<file path="src/rtl/stopwatch_pkg.sv">
// stopwatch_pkg
// Shared constants for the stopwatch controller: the width of the state
// code and the encoding of every FSM state. Any code outside the named
// states is treated as corrupt by the controller and recovers to IDLE.
package stopwatch_pkg;

  localparam int STATE_W = 3;

  localparam logic [STATE_W-1:0] ST_IDLE  = 3'd0;
  localparam logic [STATE_W-1:0] ST_RUN   = 3'd1;
  localparam logic [STATE_W-1:0] ST_PAUSE = 3'd2;
  localparam logic [STATE_W-1:0] ST_LAP   = 3'd3;
  localparam logic [STATE_W-1:0] ST_DONE  = 3'd4;

endpackage

</file>
<file path="src/rtl/stopwatch_ctrl_key_edge.sv">
// key_edge
// Brings one active-low pushbutton into the clk domain through a two-flop
// synchronizer and produces a single-cycle press pulse on each synchronized
// falling edge (button going down).
// Ports:
//   clk    - system clock
//   aclr   - asynchronous active-low reset
//   key_n  - raw pushbutton, active-low, asynchronous to clk
//   press  - one-cycle pulse per press
module key_edge (
  input  logic clk,
  input  logic aclr,
  input  logic key_n,
  output logic press
);

  logic sync1;
  logic sync2;
  logic last;

  // All three flops reset to the released level so that leaving reset with
  // the button up never looks like a falling edge.
  always_ff @(posedge clk or negedge aclr) begin
    if (!aclr) begin
      sync1 <= 1'b1;
      sync2 <= 1'b1;
      last  <= 1'b1;
    end else begin
      sync1 <= key_n;
      sync2 <= sync1;
      last  <= sync2;
    end
  end

  assign press = last & ~sync2;

endmodule

</file>
<file path="src/rtl/stopwatch_ctrl.sv">
// stopwatch_ctrl
// Control FSM for a stopwatch built around an external BCD counter chain.
// A prescaler divides clk by TICK_DIV and, while running, pulses cnt_inc to
// the chain on each wrap. When the chain reports terminal count at a wrap
// the increment is withheld and the FSM parks in DONE so the display stays
// at all nines. A lap view freezes the display latch while counting goes on.
// Optional feature macro: STOPWATCH_LAP_EN enables the lap key and LAP state;
// without it key_lap_n is ignored and disp_hold is tied low.
// Parameters:
//   TICK_DIV    - clk cycles per count increment (>= 2)
// Ports:
//   clk         - system clock, rising edge
//   aclr        - asynchronous active-low reset
//   key_start_n - start/stop button, active-low, asynchronous
//   key_lap_n   - lap button, active-low, asynchronous
//   key_clear_n - clear button, active-low, asynchronous
//   tc_in       - counter chain at terminal count
//   cnt_inc     - one-cycle increment strobe to the chain
//   cnt_clr     - one-cycle synchronous clear strobe to the chain
//   disp_hold   - display latch frozen (lap view)
//   state       - current FSM state code
//   done        - high while in DONE
module stopwatch_ctrl
  import stopwatch_pkg::*;
#(
  parameter int TICK_DIV = 50000000
) (
  input  logic               clk,
  input  logic               aclr,
  input  logic               key_start_n,
  input  logic               key_lap_n,
  input  logic               key_clear_n,
  input  logic               tc_in,
  output logic               cnt_inc,
  output logic               cnt_clr,
  output logic               disp_hold,
  output logic [STATE_W-1:0] state,
  output logic               done
);

  localparam int            PW        = $clog2(TICK_DIV);
  localparam logic [PW-1:0] PRESC_MAX = PW'(TICK_DIV - 1);

  logic              start_press;
  logic              lap_press;
  logic              clear_press;
  logic              start_evt;
  logic              lap_evt;
  logic              clear_evt;
  logic [PW-1:0]     presc;
  logic [PW-1:0]     presc_next;
  logic [STATE_W-1:0] next_state;
  logic              do_clr;
  logic              counting;
  logic              wrap;

  key_edge u_start (.clk(clk), .aclr(aclr), .key_n(key_start_n), .press(start_press));
  key_edge u_lap   (.clk(clk), .aclr(aclr), .key_n(key_lap_n),   .press(lap_press));
  key_edge u_clear (.clk(clk), .aclr(aclr), .key_n(key_clear_n), .press(clear_press));

  // Same-cycle presses resolve as clear > start > lap; the losers are
  // dropped outright, even if the winner turns out to be ignored in the
  // current state.
  assign clear_evt = clear_press;
  assign start_evt = start_press & ~clear_press;
`ifdef STOPWATCH_LAP_EN
  assign lap_evt   = lap_press & ~clear_press & ~start_press;
`else
  assign lap_evt   = lap_press & 1'b0;
`endif

  assign counting = (state == ST_RUN) || (state == ST_LAP);
  assign wrap     = counting && (presc == PRESC_MAX);

  // A terminal wrap outranks any key so the chain can never step past 999.
  // A non-terminal wrap coinciding with a key still yields its increment.
  always_comb begin
    next_state = state;
    do_clr     = 1'b0;
    case (state)
      ST_IDLE: begin
        if (clear_evt)      do_clr = 1'b1;
        else if (start_evt) next_state = ST_RUN;
      end
      ST_RUN: begin
        if (wrap && tc_in)  next_state = ST_DONE;
        else if (start_evt) next_state = ST_PAUSE;
        else if (lap_evt)   next_state = ST_LAP;
      end
      ST_PAUSE: begin
        if (clear_evt) begin
          do_clr     = 1'b1;
          next_state = ST_IDLE;
        end else if (start_evt) begin
          next_state = ST_RUN;
        end
      end
      ST_LAP: begin
        if (wrap && tc_in)  next_state = ST_DONE;
        else if (start_evt) next_state = ST_PAUSE;
        else if (lap_evt)   next_state = ST_RUN;
      end
      ST_DONE: begin
        if (clear_evt) begin
          do_clr     = 1'b1;
          next_state = ST_IDLE;
        end
      end
      default: next_state = ST_IDLE;
    endcase
  end

  // Prescaler restarts on a fresh start and on every clear so the first
  // increment after either is a full period away; PAUSE simply holds it.
  always_comb begin
    presc_next = presc;
    if (do_clr || (state == ST_IDLE && next_state == ST_RUN)) presc_next = '0;
    else if (wrap)                                            presc_next = '0;
    else if (counting)                                        presc_next = presc + PW'(1);
  end

  always_ff @(posedge clk or negedge aclr) begin
    if (!aclr) begin
      state     <= ST_IDLE;
      presc     <= '0;
      cnt_inc   <= 1'b0;
      cnt_clr   <= 1'b0;
      disp_hold <= 1'b0;
      done      <= 1'b0;
    end else begin
      state     <= next_state;
      presc     <= presc_next;
      cnt_inc   <= wrap & ~tc_in;
      cnt_clr   <= do_clr;
      done      <= (next_state == ST_DONE);
`ifdef STOPWATCH_LAP_EN
      disp_hold <= (next_state == ST_LAP);
`else
      disp_hold <= 1'b0;
`endif
    end
  end

endmodule

</file>
<file path="config.mk">
export PLATFORM = sky130hd
export DESIGN_NAME = stopwatch_ctrl
export DESIGN_NICKNAME = d
export VERILOG_FILES = /design/src/rtl/stopwatch_pkg.sv /design/src/rtl/stopwatch_ctrl_key_edge.sv /design/src/rtl/stopwatch_ctrl.sv
export SDC_FILE = /design/constraint.sdc
export NUM_CORES = 1
export LEC_CHECK = 0
export BUFFER_PORTS_ARGS = -buffer_cell sky130_fd_sc_hd__buf_2
export CORE_MARGIN = 3
export CORE_UTILIZATION = 62
export CTS_BUF_LIST = sky130_fd_sc_hd__clkbuf_4 sky130_fd_sc_hd__clkbuf_8
export CTS_CLUSTER_SIZE = 12
export DETAILED_ROUTE_END_ITERATION = 10
export HOLD_SLACK_MARGIN = 0.15
export PLACE_DENSITY = 0.81
export SLEW_MARGIN = 15
export SYNTH_ARGS = -nofsm -noshare
export SYNTH_HDL_FRONTEND = slang
export SYNTH_SLANG_ARGS = --single-unit
</file>
<file path="constraint.sdc">
create_clock -name clk -period 2.5 [get_ports clk]
set_clock_uncertainty 0.1 [all_clocks]
set_input_delay 0.75 -clock clk [delete_from_list [all_inputs] [get_ports clk]]
set_output_delay 0.75 -clock clk [all_outputs]
set_load 0.03 [all_outputs]
</file>
== Yosys cells after proc, flatten, opt, wreduce, memory -nomap -nowiden ==
Cells that the tools add are included.
Widths: inputs -> output; s select.
Operators by class
  add/subtract/negate cells: 1
  equality and inequality tests: 7
  mux-type cells: 12
  bitwise operators: 8
  reduce and logical (&&, ||, !) cells: 9
Operators with widths (count)
  $mux 26: 3
  $add 26x1->26 const B: 1
  $eq 26x26->1 const B: 1
  $mux 3: 6
  $pmux 3 s4: 1
  $eq 3x1->1 const B: 2
  $eq 3x2->1 const B: 2
  $eq 3x3->1 const B: 2
  $and 1x1->1: 4
  $not 1->1: 4
  $logic_and 1x1->1: 3
  $logic_not 3->1: 1
  $reduce_bool 3->1: 1
  $reduce_or 3->1: 1
  $logic_or 1x1->1: 2
  $mux 1: 2
  $reduce_or 2->1: 1
Storage, ports and cells
  flip-flop bits (word level): 38
  output and inout port bits: 7
  word-level logic and storage cells: 48

== Depth between registers and ports, before layout ==
  depth after elaboration: 11
  gate-level depth with buffers: 7
  gate-level depth less buffers: 6

== Modules after synthesis ==
Synthesis repeated with hierarchy kept, for this count alone.
Second synthesis, totals
  cell total of the unflattened synthesis: 196
  area total of the unflattened synthesis: 1960.6 sq um
By module, submodules not included
  stopwatch_ctrl: instances 1, cells an instance 188, area each 1775.5 sq um, sequential area each 800.8 sq um
  key_edge: instances 2, cells an instance 4, area each 92.6 sq um, sequential area each 78.8 sq um

== Worst setup path before layout ==
Ideal clock, no wire load.
  path kind: flip-flop to flip-flop
  start point: register state[2]
  end point: register presc[7]
  setup time: 0.120 ns
  arrival: 1.655 ns
  setup slack: 0.625 ns
  cell stages (with the launch flop): 7
  path buffers: 1
  period minus slack after synthesis: 1.875 ns
  cell sequence: dfrtp_1 > buf_2 > nor2b_2 > and4_1 > nand3_4 > nor3b_1 > a31o_2
On the way
  longest elaborated chain between the ends: 10
  elaborated cells between the ends (all ways): 24
  those cells by class: eq/ne: 5; mux: 10; reduce/logical: 9
Ends and longest elaborated chain
  start, declared: RTL line stopwatch_ctrl.sv:37  | output logic [STATE_W-1:0] state,
  start signal, assigned: RTL line stopwatch_ctrl.sv:131  | state <= next_state;
  $eq 3x1->1 or $eq 3x2->1 (tied branches): RTL line stopwatch_ctrl.sv:72, stopwatch_ctrl.sv:80
  $logic_or 1x1->1: RTL line stopwatch_ctrl.sv:72  | assign counting = (state == ST_RUN) || (state == ST_LAP);
  $logic_and 1x1->1: RTL line stopwatch_ctrl.sv:73  | assign wrap = counting && (presc == PRESC_MAX);
  $logic_and 1x1->1: RTL line stopwatch_ctrl.sv:86, stopwatch_ctrl.sv:99
  $mux 3: RTL line stopwatch_ctrl.sv:86  | if (wrap && tc_in) next_state = ST_DONE;
  $pmux 3 s4: RTL line stopwatch_ctrl.sv:80  | case (state)
  $eq 3x1->1: RTL line stopwatch_ctrl.sv:117  | if (do_clr || (state == ST_IDLE && next_state == ST_RUN)) presc_next = '0;
  $logic_and 1x1->1: RTL line stopwatch_ctrl.sv:117
  $logic_or 1x1->1: RTL line stopwatch_ctrl.sv:117
  $reduce_bool 3->1 (no line) or $mux 26 (tied branches)
  end signal, assigned: RTL line stopwatch_ctrl.sv:132  | presc <= presc_next;
  end, declared: RTL line stopwatch_ctrl.sv:50  | logic [PW-1:0] presc;
Several ways; a longest one is shown, not always the timed one.
A chain may end at the register's enable or synchronous reset.

== Worst setup path after layout ==
  start point: register state[0]
  end point: output port state[0]
No word-level cell between the ends.

==> results.sh <==
export IMPL_status="finished clean"
export IMPL_synth_edf_count=0
export IMPL_hold_slack_ps=262
export IMPL_die_w_um=62.2
export IMPL_worst_slack_ps=451
export IMPL_place_gp_congestion=0.885
export IMPL_ys_async_sr_fraction_pct=100
export IMPL_worstPathCellList="buf_2"
export IMPL_synth_seq_cells=38
export IMPL_crit_path_max_fanout=13
export IMPL_drive_gt1_share_pct=17.7
export IMPL_cp_end_kind="output pin"
export IMPL_reg2reg_depth=5
export IMPL_worstSetupEndpoint="state[0]"
export IMPL_synth_area_um2=1960
export IMPL_crit_type="reg -> out"
export IMPL_r2r_setup_slack_ps=480
export IMPL_grt_setup_unrepaired="false"
export IMPL_placed_cell_area_um2=2030
export IMPL_cp_slowest_cell="dfrtp_1"
export IMPL_synth_nets=205
export IMPL_drc_errors=0
export IMPL_grt_pass1_vias=1448
export IMPL_die_h_um=62.2
export IMPL_synth_ff_type="dfrtp_1"
export IMPL_yosysUniqueCellTypes=46
export IMPL_r2r_start="state[0]$_DFF_PN0_"
export IMPL_min_path_type="reg -> reg"
export IMPL_port_buffers=10
export IMPL_maxSlewViolCount=0
export IMPL_clk_pin_slew_worst_paths_ps=110
export IMPL_die_area_um2=3870
export IMPL_ir_worst_vdd_uv=469
export IMPL_met1_length_mm=1.74
export IMPL_required_ps=1650
export IMPL_htreeDepth=2
export IMPL_dr_wl_met2_mm=1.93
export IMPL_power_density_nw_per_um2=602
export IMPL_max_cap_violations=0
export IMPL_drtIter0Drc=147
export IMPL_grt_overflow=0
export IMPL_place_ws_ps=468
export IMPL_cts_sinks=38
export IMPL_cts_buffer_depth=2
export IMPL_synthCells=198
export IMPL_core_um2=2880
export IMPL_final_area_um2=2080
export IMPL_yosysWarnings=0
export IMPL_dr_wl_met3_um=270
export IMPL_synth_seq_area_share_pct=48.9
export IMPL_cts_hold_buf=0
export IMPL_drt_pass1_iterations=4
export IMPL_cts_resized=0
export IMPL_cts_buffers=5
export IMPL_finalCriticalPeriod_ps=2050
export IMPL_grt_pass1_wl_mm=7.09
export IMPL_tns_ps=0
export IMPL_slew_headroom_pct=46.5
export IMPL_antenna_found_initial=0
export IMPL_vias_per_cell=6.06
export IMPL_cts_setup_buffers=0
export IMPL_vias=1522
export IMPL_critPathLaunchType="register"
export IMPL_routedWlPerCell_um=15.9
export IMPL_fmax_mhz=488
export IMPL_grt_total_usage_pct=23.4
export IMPL_r2r_end="presc[19]$_DFFE_PN0P_"
export IMPL_leakagePower_nw=0.885
export IMPL_layout_nets=216
export IMPL_cp_depth=1
export IMPL_cts_tree="yes"
export IMPL_syn_area_per_cell_um2=9.90
export IMPL_area_delta_synth_final_pct=6.19
export IMPL_ant_nets=0
export IMPL_wirelength_mm=3.99
export IMPL_crit_start="state[0]$_DFF_PN0_"
export IMPL_finalCritPeriodShare_pct=82.0
export IMPL_rows=19
export IMPL_grt_max_degree=39
export IMPL_n_antenna_cell=0
export IMPL_max_slew_worst_pin_slew_ps=802
export IMPL_top_layer_used="met4"
export IMPL_insertion_delay_ps=350
export IMPL_critPathArrivalTime_ps=1200
export IMPL_setup_viol=0
export IMPL_hold_violations=0
export IMPL_root_buffer="clkbuf_4"
export IMPL_num_io_pins=13
export IMPL_start_util_pct=68.1
export IMPL_dp_hpwl_mm=2.86
export IMPL_cp_top_family="flip-flops"
export IMPL_crit_buf_inv=1
export IMPL_max_stage_delay_ps=580
==> area by class of cell <==
class | instances | area, µm²
Inverter | 3 | 11.3
Sequential cell | 38 | 958
Clock buffer | 7 | 52.6
Fill cell | 224 | 796
Timing Repair Buffer | 11 | 57.6
Multi-Input combinational cell | 150 | 948
Tap cell | 42 | 52.6
==> Yosys cell counts, types with 2 or more instances <==
master | n | area (µm²)
clkbuf_1 | 2 | 7.51
dfrtp_1 | 32 | 801
xor2_1 | 8 | 70.1
buf_2 | 3 | 15.0
a31oi_1 | 2 | 12.5
dfstp_2 | 6 | 158
and4_1 | 2 | 17.5
a21oi_1 | 11 | 55.1
xnor2_1 | 9 | 78.8
nor4_1 | 6 | 37.5
and4_4 | 2 | 22.5
nand4_1 | 8 | 50.1
o21ai_0 | 8 | 40.0
nor3_1 | 4 | 20.0
or3_1 | 3 | 18.8
nand2_1 | 16 | 60.1
or4_1 | 2 | 15.0
nand3_1 | 9 | 45.0
nor2_1 | 28 | 105
nand3_4 | 3 | 52.6
inv_1 | 3 | 11.3
and2_1 | 2 | 12.5
and3_1 | 3 | 18.8
nand2b_1 | 4 | 25.0
==> layer usage <==
layer	GRT usage, %	up-vias
li1	-	727
met1	32.6	736
met2	36.6	54
met3	6.31	5
met4	6.35	0
met5	0	-
==> where the power goes <==
group / internal (mW) / switching [mW]
Combinational: 0.0724 / 0.141
Clock: 0.128 / 0.189
Sequential: 0.660 / 0.0637
Total: 0.860 / 0.393
==> cell families (layout without fill, tap and decap cells) <==
kind of cell | after synthesis | in the layout | synth area share, %
AND/OR/NAND/NOR | 100 | 100 | 30.4
flip-flops | 38 | 38 | 48.9
AO/OA/AOI/OAI | 31 | 31 | 9.58
XOR/XNOR | 17 | 17 | 7.60
buffers and inverters | 10 | 21 | 2.68
adder cells (fa/ha/maj) | 1 | 1 | 0.638
other | 1 | 1 | 0.191
==> layout by cell type (no fill, tap or decap), types with 4 or more instances in the layout <==
cell / instances
o21ai_0: 8
clkbuf_4: 7
dfrtp_1: 32
xnor2_1: 9
nor2_1: 28
xor2_1: 8
nand2_1: 16
nor4_1: 6
nand4_1: 8
a21oi_1: 11
buf_2: 10
nor3_1: 4
nand3_1: 9
nand2b_1: 4
dfstp_2: 6
==> metrics by stage <==
stage | utilization, % | power [mW] | cells
after floorplan | - | 0.874 | 198
after global placement | 70.5 | 0.933 | 244
after detailed placement | 70.5 | 0.950 | 244
after CTS | 72.3 | 1.26 | 251
after global routing | 72.3 | 1.33 | 251
final | 72.3 | 1.25 | 251
==> state kept, by name, indices dropped and copies added, names as in the netlist <==
name,count
u_start.last,1
cnt_inc,1
u_start.sync2,1
u_clear.sync2,1
u_start.sync1,1
cnt_clr,1
done,1
u_clear.sync1,1
state,3
presc,26
u_clear.last,1
==> worst min path at each step <==
stage,start,end,slack [ps],cells past startpoint
2_1_floorplan,u_clear.sync1$_DFF_PN1_,u_clear.sync2$_DFF_PN1_,250,0
3_3_place_gp,u_clear.sync1$_DFF_PN1_,u_clear.sync2$_DFF_PN1_,250,0
3_5_place_dp,u_clear.sync1$_DFF_PN1_,u_clear.sync2$_DFF_PN1_,250,0
4_1_cts,u_clear.sync1$_DFF_PN1_,u_clear.sync2$_DFF_PN1_,260,0
5_1_grt,u_clear.sync1$_DFF_PN1_,u_clear.sync2$_DFF_PN1_,270,0
6_report,u_clear.sync1$_DFF_PN1_,u_clear.sync2$_DFF_PN1_,260,0
Note: power is estimated with default switching activity, not from simulation.
